==> config.mk <==
export PLATFORM = sky130hd
export DESIGN_NAME = fetch_queue_flat
export DESIGN_NICKNAME = d
export VERILOG_FILES = /design/src/rtl/cpu_pkg.sv /design/src/rtl/fetch_queue_if.sv /design/src/rtl/fetch_fifo.sv /design/src/rtl/fetch_queue.sv /design/src/flat_wrapper.sv
export SDC_FILE = /design/constraint.sdc
export NUM_CORES = 1
export LEC_CHECK = 0
export CAP_MARGIN = 0
export CORE_UTILIZATION = 58
export CTS_BUF_LIST = sky130_fd_sc_hd__clkbuf_2
export CTS_CLUSTER_SIZE = 10
export DETAILED_ROUTE_END_ITERATION = 16
export HOLD_SLACK_MARGIN = 0.12
export PLACE_DENSITY = 0.82
export SYNTH_ARGS = -nofsm -noshare
export SYNTH_HDL_FRONTEND = slang
export SYNTH_SLANG_ARGS = --single-unit
==> constraint.sdc <==
create_clock -name clk -period 4.7 [get_ports clk]
set_clock_uncertainty 0.15 [all_clocks]
set_input_delay 0.94 -clock clk [delete_from_list [all_inputs] [get_ports clk]]
set_output_delay 0.94 -clock clk [all_outputs]
set_load 0.05 [all_outputs]
==> src/rtl/cpu_pkg.sv <==
// Shared CPU definitions: redirect kinds, default fetch vectors and the queue entry layout.
package cpu_pkg;

  localparam logic [1:0] REDIR_TGT = 2'd0;
  localparam logic [1:0] REDIR_INT = 2'd1;
  localparam logic [1:0] REDIR_EXC = 2'd2;

  localparam logic [31:0] DEF_RESET_PC = 32'h0000_0000;
  localparam logic [31:0] DEF_INT_VEC  = 32'h8000_0004;
  localparam logic [31:0] DEF_EXC_VEC  = 32'h8000_0008;

  typedef struct packed {
    logic [31:0] instr;
    logic [31:0] pc;
    logic [31:0] pcp4;
  } fetch_entry_t;

  // Kind 3 is reserved and behaves like an explicit target; targets are word aligned.
  function automatic logic [31:0] redir_target(input logic [1:0] kind,
                                               input logic [31:0] pc,
                                               input logic [31:0] int_vec,
                                               input logic [31:0] exc_vec);
    logic [31:0] tgt;
    case (kind)
      REDIR_INT: tgt = int_vec;
      REDIR_EXC: tgt = exc_vec;
      default:   tgt = {pc[31:2], 2'b00};
    endcase
    return tgt;
  endfunction

endpackage

==> src/rtl/fetch_queue_if.sv <==
// Fetch-to-decode handshake: head entry of the fetch queue under valid/ready.
interface fetch_queue_if;
  logic        out_valid;
  logic        out_ready;
  logic [31:0] out_instr;
  logic [31:0] out_pc;
  logic [31:0] out_pcp4;

  modport master (output out_valid, out_instr, out_pc, out_pcp4, input out_ready);
  modport slave  (input out_valid, out_instr, out_pc, out_pcp4, output out_ready);
endinterface

==> src/rtl/fetch_fifo.sv <==
// Synchronous FIFO with flush; head is read straight from registered storage.
module fetch_fifo #(
  parameter int DEPTH = 4,
  parameter int WIDTH = 96
) (
  input  logic                     clk,
  input  logic                     reset,
  input  logic                     push,
  input  logic                     pop,
  input  logic                     flush,
  input  logic [WIDTH-1:0]         din,
  output logic [WIDTH-1:0]         dout,
  output logic [$clog2(DEPTH):0]   count,
  output logic                     empty
);
  localparam int AW = $clog2(DEPTH);

  logic [WIDTH-1:0] mem [DEPTH];
  logic [AW-1:0]    wr_ptr_reg, wr_ptr_next;
  logic [AW-1:0]    rd_ptr_reg, rd_ptr_next;
  logic [AW:0]      count_reg, count_next;

  always_comb begin
    wr_ptr_next = wr_ptr_reg;
    rd_ptr_next = rd_ptr_reg;
    count_next  = count_reg;
    if (flush) begin
      wr_ptr_next = '0;
      rd_ptr_next = '0;
      count_next  = '0;
    end else begin
      if (push) wr_ptr_next = wr_ptr_reg + 1'b1;
      if (pop)  rd_ptr_next = rd_ptr_reg + 1'b1;
      case ({push, pop})
        2'b10:   count_next = count_reg + 1'b1;
        2'b01:   count_next = count_reg - 1'b1;
        default: count_next = count_reg;
      endcase
    end
  end

  always_ff @(posedge clk or negedge reset) begin
    if (!reset) begin
      wr_ptr_reg <= '0;
      rd_ptr_reg <= '0;
      count_reg  <= '0;
    end else begin
      wr_ptr_reg <= wr_ptr_next;
      rd_ptr_reg <= rd_ptr_next;
      count_reg  <= count_next;
    end
  end

  // Full-with-pop writes the slot being read; the old value is consumed before the edge.
  always_ff @(posedge clk) begin
    if (push && !flush) mem[wr_ptr_reg] <= din;
  end

  assign dout  = mem[rd_ptr_reg];
  assign count = count_reg;
  assign empty = (count_reg == '0);

endmodule

==> src/rtl/fetch_queue.sv <==
// Instruction fetch front end: owns the fetch PC, drives the ROM and queues fetches toward decode.
module fetch_queue
  import cpu_pkg::*;
#(
  parameter int          DEPTH    = 4,
  parameter logic [31:0] RESET_PC = DEF_RESET_PC,
  parameter logic [31:0] INT_VEC  = DEF_INT_VEC,
  parameter logic [31:0] EXC_VEC  = DEF_EXC_VEC
) (
  input  logic                   clk,
  input  logic                   reset,
  output logic [31:0]            imem_addr,
  input  logic [31:0]            imem_data,
  input  logic                   redir_valid,
  input  logic [1:0]             redir_kind,
  input  logic [31:0]            redir_pc,
  fetch_queue_if.master          dq,
  output logic [$clog2(DEPTH):0] q_count
);
  localparam int CW = $clog2(DEPTH) + 1;
  localparam logic [CW-1:0] FULL_COUNT = CW'(DEPTH);

  logic [31:0]  fpc_reg, fpc_next;
  logic         push, pop, empty;
  fetch_entry_t wr_entry, head_entry;

  assign pop  = dq.out_valid & dq.out_ready;
  assign push = !redir_valid && ((q_count < FULL_COUNT) || pop);

  always_comb begin
    fpc_next = fpc_reg;
    if (redir_valid)
      fpc_next = redir_target(redir_kind, redir_pc, INT_VEC, EXC_VEC);
    else if (push)
      fpc_next = fpc_reg + 32'd4;
  end

  always_ff @(posedge clk or negedge reset) begin
    if (!reset) fpc_reg <= RESET_PC;
    else        fpc_reg <= fpc_next;
  end

  // The ROM never sees the kernel bit; the queued PC keeps it for decode.
  assign imem_addr = {1'b0, fpc_reg[30:0]};

  assign wr_entry.instr = imem_data;
  assign wr_entry.pc    = fpc_reg;
  assign wr_entry.pcp4  = fpc_reg + 32'd4;

  fetch_fifo #(
    .DEPTH (DEPTH),
    .WIDTH ($bits(fetch_entry_t))
  ) u_fifo (
    .clk   (clk),
    .reset (reset),
    .push  (push),
    .pop   (pop),
    .flush (redir_valid),
    .din   (wr_entry),
    .dout  (head_entry),
    .count (q_count),
    .empty (empty)
  );

  assign dq.out_valid = !empty;
  assign dq.out_instr = empty ? 32'd0 : head_entry.instr;
  assign dq.out_pc    = empty ? 32'd0 : head_entry.pc;
  assign dq.out_pcp4  = empty ? 32'd0 : head_entry.pcp4;

endmodule

==> src/flat_wrapper.sv <==
// flat-port wrapper written by rule: the top's interface ports become plain ports
module fetch_queue_flat import cpu_pkg::*;
#(
  parameter int          DEPTH    = 4,
  parameter logic [31:0] RESET_PC = DEF_RESET_PC,
  parameter logic [31:0] INT_VEC  = DEF_INT_VEC,
  parameter logic [31:0] EXC_VEC  = DEF_EXC_VEC
)
  (clk, reset, imem_addr, imem_data, redir_valid, redir_kind, redir_pc, q_count, dq_out_valid, dq_out_instr, dq_out_pc, dq_out_pcp4, dq_out_ready);
  fetch_queue_if dq_i ();
  input  logic clk;
  input  logic reset;
  output logic [31:0] imem_addr;
  input  logic [31:0] imem_data;
  input  logic redir_valid;
  input  logic [1:0] redir_kind;
  input  logic [31:0] redir_pc;
  output logic [$clog2(DEPTH):0] q_count;
  output wire logic [$bits(dq_i.out_valid)-1:0] dq_out_valid;
  output wire logic [$bits(dq_i.out_instr)-1:0] dq_out_instr;
  output wire logic [$bits(dq_i.out_pc)-1:0] dq_out_pc;
  output wire logic [$bits(dq_i.out_pcp4)-1:0] dq_out_pcp4;
  input wire logic [$bits(dq_i.out_ready)-1:0] dq_out_ready;
  assign dq_out_valid = dq_i.out_valid;
  assign dq_out_instr = dq_i.out_instr;
  assign dq_out_pc = dq_i.out_pc;
  assign dq_out_pcp4 = dq_i.out_pcp4;
  assign dq_i.out_ready = dq_out_ready;
  fetch_queue #(.DEPTH(DEPTH), .RESET_PC(RESET_PC), .INT_VEC(INT_VEC), .EXC_VEC(EXC_VEC)) u_core (.clk(clk), .reset(reset), .imem_addr(imem_addr), .imem_data(imem_data), .redir_valid(redir_valid), .redir_kind(redir_kind), .redir_pc(redir_pc), .dq(dq_i), .q_count(q_count));
endmodule
# Word-level counts from Yosys, hierarchy flattened
# Memory sizes are Yosys's and may differ from the RTL's.
# Cells that the tools add are included.
# Widths: inputs -> output; s select.
[op_classes] n_mux=14 n_eq_ne=4 n_reduce_logical=9 n_bitwise=1 add_sub_neg=5 order_cmp=1
[ops] operator="$mux 32" n=5
[ops] operator="$pmux 32 s2" n=1
[ops] operator="$add 32x3->32 const B" n=1
[ops] operator="$mux 2" n=4
[ops] operator="$pmux 3 s2" n=1
[ops] operator="$add 2x1->2 const B" n=2
[ops] operator="$eq 2x1->1 const B" n=2
[ops] operator="$eq 2x2->1 const B" n=2
[ops] operator="$reduce_bool 2->1" n=2
[ops] operator="$add 3x1->3 const B" n=1
[ops] operator="$logic_not 3->1" n=1
[ops] operator="$lt 3x3->1 const B" n=1
[ops] operator="$mux 3" n=1
[ops] operator="$reduce_bool 3->1" n=1
[ops] operator="$sub 3x1->3 const B" n=1
[ops] operator="$logic_and 1x1->1" n=2
[ops] operator="$logic_not 1->1" n=2
[ops] operator="$mux 1" n=2
[ops] operator="$and 1x1->1" n=1
[ops] operator="$logic_or 1x1->1" n=1
[totals] mem_bits_rw=384 inputBits=70 out_inout_bits=132 n_memories=1 register_bits=39
[memory_table] memory="u_core.u_fifo.mem" words=4 width=96 rd=1 rd_clocked_by_memory_dff=0 wr=1 line_no="fetch_fifo.sv:18" source="logic [WIDTH-1:0] mem [DEPTH];"

# Longest topological paths before layout
[logic_depth] depth_word=8 depth_mapped=7 ltp_nobuf=6

# Hierarchy
# From an unflattened synthesis, not the netlist that was laid out.
[hier_totals] hier_cells=963 hier_area_um2=17460.5
[modules_own_cells] mod="fetch_fifo" cells_per_inst=544 area_each_um2=14262.4 n_inst=1
[modules_own_cells] mod="fetch_queue" cells_per_inst=419 area_each_um2=3198.1 n_inst=1

# Worst setup path after synthesis
# Ideal clock, no wire load.
[synth_path] path_type="input to register" startpoint="in redir_valid" endpoint="mem u_core.u_fifo.mem[1][10], enable pin" cell_stages=4 arrival_time_ns=3.748 setup_slack_ns=0.340 n_path_buf=2 cell_sequence="inv_1 > clkbuf_1 > clkbuf_1 > and3_1"
[synth_via] elab_chain_len=5
[synth_lines] item="start: declaration" line_no="flat_wrapper.sv:15" source="input logic redir_valid;"
[synth_lines] item="$logic_not 1->1 (*)" line_no="fetch_fifo.sv:56, fetch_queue.sv:28"
[synth_lines] item="$logic_and 1x1->1" line_no="fetch_queue.sv:28" source="assign push = !redir_valid && ((q_count < FULL_COUNT) || pop);"
[synth_lines] item="$logic_and 1x1->1 (*)" line_no="fetch_fifo.sv:56" source="if (push && !flush) mem[wr_ptr_reg] <= din;"
[synth_lines] item="$mux 1 (*)" line_no="fetch_fifo.sv:56"
[synth_lines] item="$mux 1 (not written as such) (*)" line_no="fetch_fifo.sv:56"
[synth_lines] item="end: declaration" line_no="fetch_fifo.sv:18"
# Mark *: on every way between the ends. The rest lies on a longest branch, timed or not.

# Worst setup path in the final report
[layout_path] startpoint="reg u_core.u_fifo.rd_ptr_reg[0]" endpoint="out dq_out_pc[13]"
[layout_via] elab_chain_len=2
[layout_lines] item="start: declaration" line_no="fetch_fifo.sv:20" source="logic [AW-1:0] rd_ptr_reg, rd_ptr_next;"
[layout_lines] item="start signal: assignment" line_no="fetch_fifo.sv:49" source="rd_ptr_reg <= rd_ptr_next;"
[layout_lines] item="$mem_v2 4x96"
[layout_lines] item="$mux 32" line_no="fetch_queue.sv:67" source="assign dq.out_pc = empty ? 32'd0 : head_entry.pc;"
[layout_lines] item="end: declaration" line_no="flat_wrapper.sv:21" source="output wire logic [$bits(dq_i.out_pc)-1:0] dq_out_pc;"
# No other way between the ends.

==> impl_metrics.tcl <==
set metrics [dict create \
    ir_drop_v 0.000462 \
    globalRouteTotalUtil_pct 25.1 \
    layoutNonFillerInstCount 1663 \
    core_area_um2 28700 \
    register_area_um2 12000 \
    yosysTopAreaCellShare_pct 65.2 \
    syn_to_final_growth_pct 18.2 \
    clock_sink_count 405 \
    die_area_um2 29900 \
    seqPwrFrac_pct 41.1 \
    rows 62 \
    netlist_instances 977 \
    vias 9707 \
    power.share.combinational_pct 39.5 \
    clockRootBuffer "clkbuf_2" \
    clock_latency_ps 890 \
    power.density_cell_area_nw_per_um2 566 \
    route.detailed.drc 0 \
    setup_repair_after_global_routing_missed_its_margin "false" \
    tns_ps 0 \
    dr.first_iter.drc_count 900 \
    synth_sequential_area_ratio_pct 70.7 \
    placedCellCount 1484 \
    drive_above_1_share_pct 22.7 \
    post_synth_num_cell_types 49 \
    asyncSetResetFlopFracSynth_pct 9.14 \
    max_slew.worst_pin.slew_ps 1110 \
    htree_num_levels 3 \
    synth_adder_area_share_pct 0.635 \
    worst-setup-path-type "reg -> out" \
    final_nets 1278 \
    synth_seq_cells 405 \
    final.fill_count 1926 \
    postRouteWirelength_um 36500 \
    synth-compound-area-share_pct 2.42 \
    synth-edff-count 368 \
    postRouteAntennaNets 0 \
    cts_buffer_depth 3 \
    hold_class "reg -> reg" \
    worst_setup_hold_path_clk_slew_ps 100 \
    critical_path.max_fanout 16 \
    xor_and_xnor_area_share_after_synthesis_pct 2.07 \
    finalMaxSlewViolations 0 \
    max_freq_mhz 228 \
    crit_path_end_kind "primary output" \
    route.detailed.vias_per_inst 5.84 \
    yosys.cell_count.top_type "edfxtp_1" \
    synth.area.top_cells "edfxtp_1 65%, mux4_2 12%, dfrtp_1 5.5%" \
    synth_top_area_cell "edfxtp_1" \
    port_buffers 192 \
    design.portCount 202 \
    power.switching_fraction_pct 38.7 \
    die_w_um 173 \
    synth_ff_type "edfxtp_1" \
    startpoint_type "register" \
    clock_power_share_pct 19.4 \
    multiInputGateArea_um2 4460 \
    gp_routability_congestion 0.812 \
    arrival_ps 3300 \
    drv.max_cap_violation_count 0 \
    switching_power_mw 4.39 \
    dp.final_hpwl_um 22200 \
    netlist_top_cells_count "368 x edfxtp_1, 95 x and2_1, 92 x mux4_2" \
    wl_per_cell_um 22.0 \
    global_route.overflow_total 0 \
    cell_area_after_technology_mapping_um2 16900 \
    final_setup_vio_count 0 \
    number_of_global_route_vias_before_repair 10196 \
    initial_core_utilization_pct 59.0 \
    period_minus_slack_ps 4390 \
    final_hold_violating_endpoints 0 \
    run_status "finished clean" \
    fin_crit_sh_pct 93.4 \
    max_slew_margin_pct 25.1 \
    cts_buffers 96 \
    grt_antenna_before_repair 2 \
    power.internal_mw 6.95 \
    pin_count_of_the_biggest_net_entering_global_routing 58 \
    synthMuxAreaShare_pct 12.3 \
    drt_pass1_iterations 5 \
    die_span_y_um 173 \
    synth-simple-area-share_pct 8.50 \
    hold_ws_ps 434 \
    synth_top_family_by_area "multiplexers" \
    largest_register_ffs 368 \
    tritoncts "built" \
    static-leakage-power_nw 6.79 \
    synthesis.yosys.warnings 0 \
    grt_first_pass_wirelength_um 56900 \
    synth_area_per_cell_um2 17.3 \
    cp.required_ps 3610 \
]
[placed cells by master, fill, tap and decap left out, types with 13 or more instances in the layout]
| cell | synthesis | layout |
|---|---|---|
| mux4_2 | 92 | 92 |
| nor2_1 | 24 | 24 |
| o21ai_0 | 13 | 13 |
| clkbuf_2 | 1 | 156 |
| dfrtp_1 | 37 | 35 |
| nand3_1 | 22 | 22 |
| nor3_1 | 15 | 15 |
| xnor2_1 | 25 | 25 |
| edfxtp_1 | 368 | 368 |
| and2_1 | 95 | 95 |
| nand2_1 | 46 | 46 |
| xor2_1 | 15 | 15 |
| nand4_1 | 14 | 14 |
| buf_4 | 36 | 17 |
| a21oi_1 | 17 | 17 |
| clkdlybuf4s50_1 | 0 | 191 |
| clkinv_1 | 0 | 13 |
[what timing repair did]
action | 4_1_cts | 5_1_grt
resized for setup | 0 | 1
buffers inserted | 0 | 1
hold buffers | 1 | 0
hold endpoints to repair | 37 | 0
setup endpoints to repair | 0 | 53
[critical path, cell delays in order (launching register included)]
cell             delay, ps
dfrtp_4                640
buf_4                  390
mux4_2                 540
and2_1                 160
clkdlybuf4s50_1        720
[final cells by class]
type | instances | share of cell area [%]
Clock buffer | 156 | 3.90
Antenna cell | 2 | 0.0250
Clock inverter | 19 | 0.419
Timing Repair Buffer | 217 | 11.0
Sequential cell | 405 | 59.8
Multi-Input combinational cell | 470 | 22.3
Tap cell | 384 | 2.40
Inverter | 10 | 0.187
[power by group through the flow]
stage	combinational, mW	clock, mW	sequential [mW]
final	4.48	2.20	4.66
after global routing	4.71	2.45	4.71
after CTS	4.49	2.26	4.68
after detailed placement	4.47	0	4.76
after global placement	4.44	0	4.73
after floorplan	3.12	0	4.66
[final timing paths]
path | start | to | slack, ps | cells past startpoint
worst max register to register | u_core.fpc_reg[3] | u_core.u_fifo.mem[1][19] | 1570 | 4
worst min register to register | u_core.u_fifo.wr_ptr_reg[1] | u_core.u_fifo.wr_ptr_reg[1] | 430 | 2
worst max-delay path | u_core.u_fifo.rd_ptr_reg[0] | dq_out_pc[13] | 310 | 4
min in group asynchronous | reset | u_core.fpc_reg[6] | 610 | 2
worst min-delay path | u_core.u_fifo.wr_ptr_reg[1] | u_core.u_fifo.wr_ptr_reg[1] | 430 | 2
max in group asynchronous | reset | u_core.u_fifo.rd_ptr_reg[0] | 3050 | 2
[stage by stage]
step           setup slack, ps  total power [mW]  util [%]  area (um2)
6_report                   310              11.3      69.8       20000
4_1_cts                   47.3              11.4      69.7       20000
3_5_place_dp               977              9.23      66.6       19100
2_1_floorplan              340              7.79         -       17000
5_1_grt                   85.9              11.9      69.8       20000
3_3_place_gp               990              9.17      66.6       19100
[metal layers]
layer  global-route usage (%)  up-vias  wire (um)
met5                        0        -          0
met3                     5.76       48       3070
li1                         -     4282          -
met2                     40.1      495      17800
met4                     7.63        0        555
met1                     35.0     4882      15100
[cells by family after synthesis]
logic type,after synthesis
flops,405
simple gates,259
buf+inv,108
mux,94
compound gates,62
xor+xnor,40
fa+ha+maj,8
other cells,1
No activity file was read; power rests on OpenSTA's default activity.
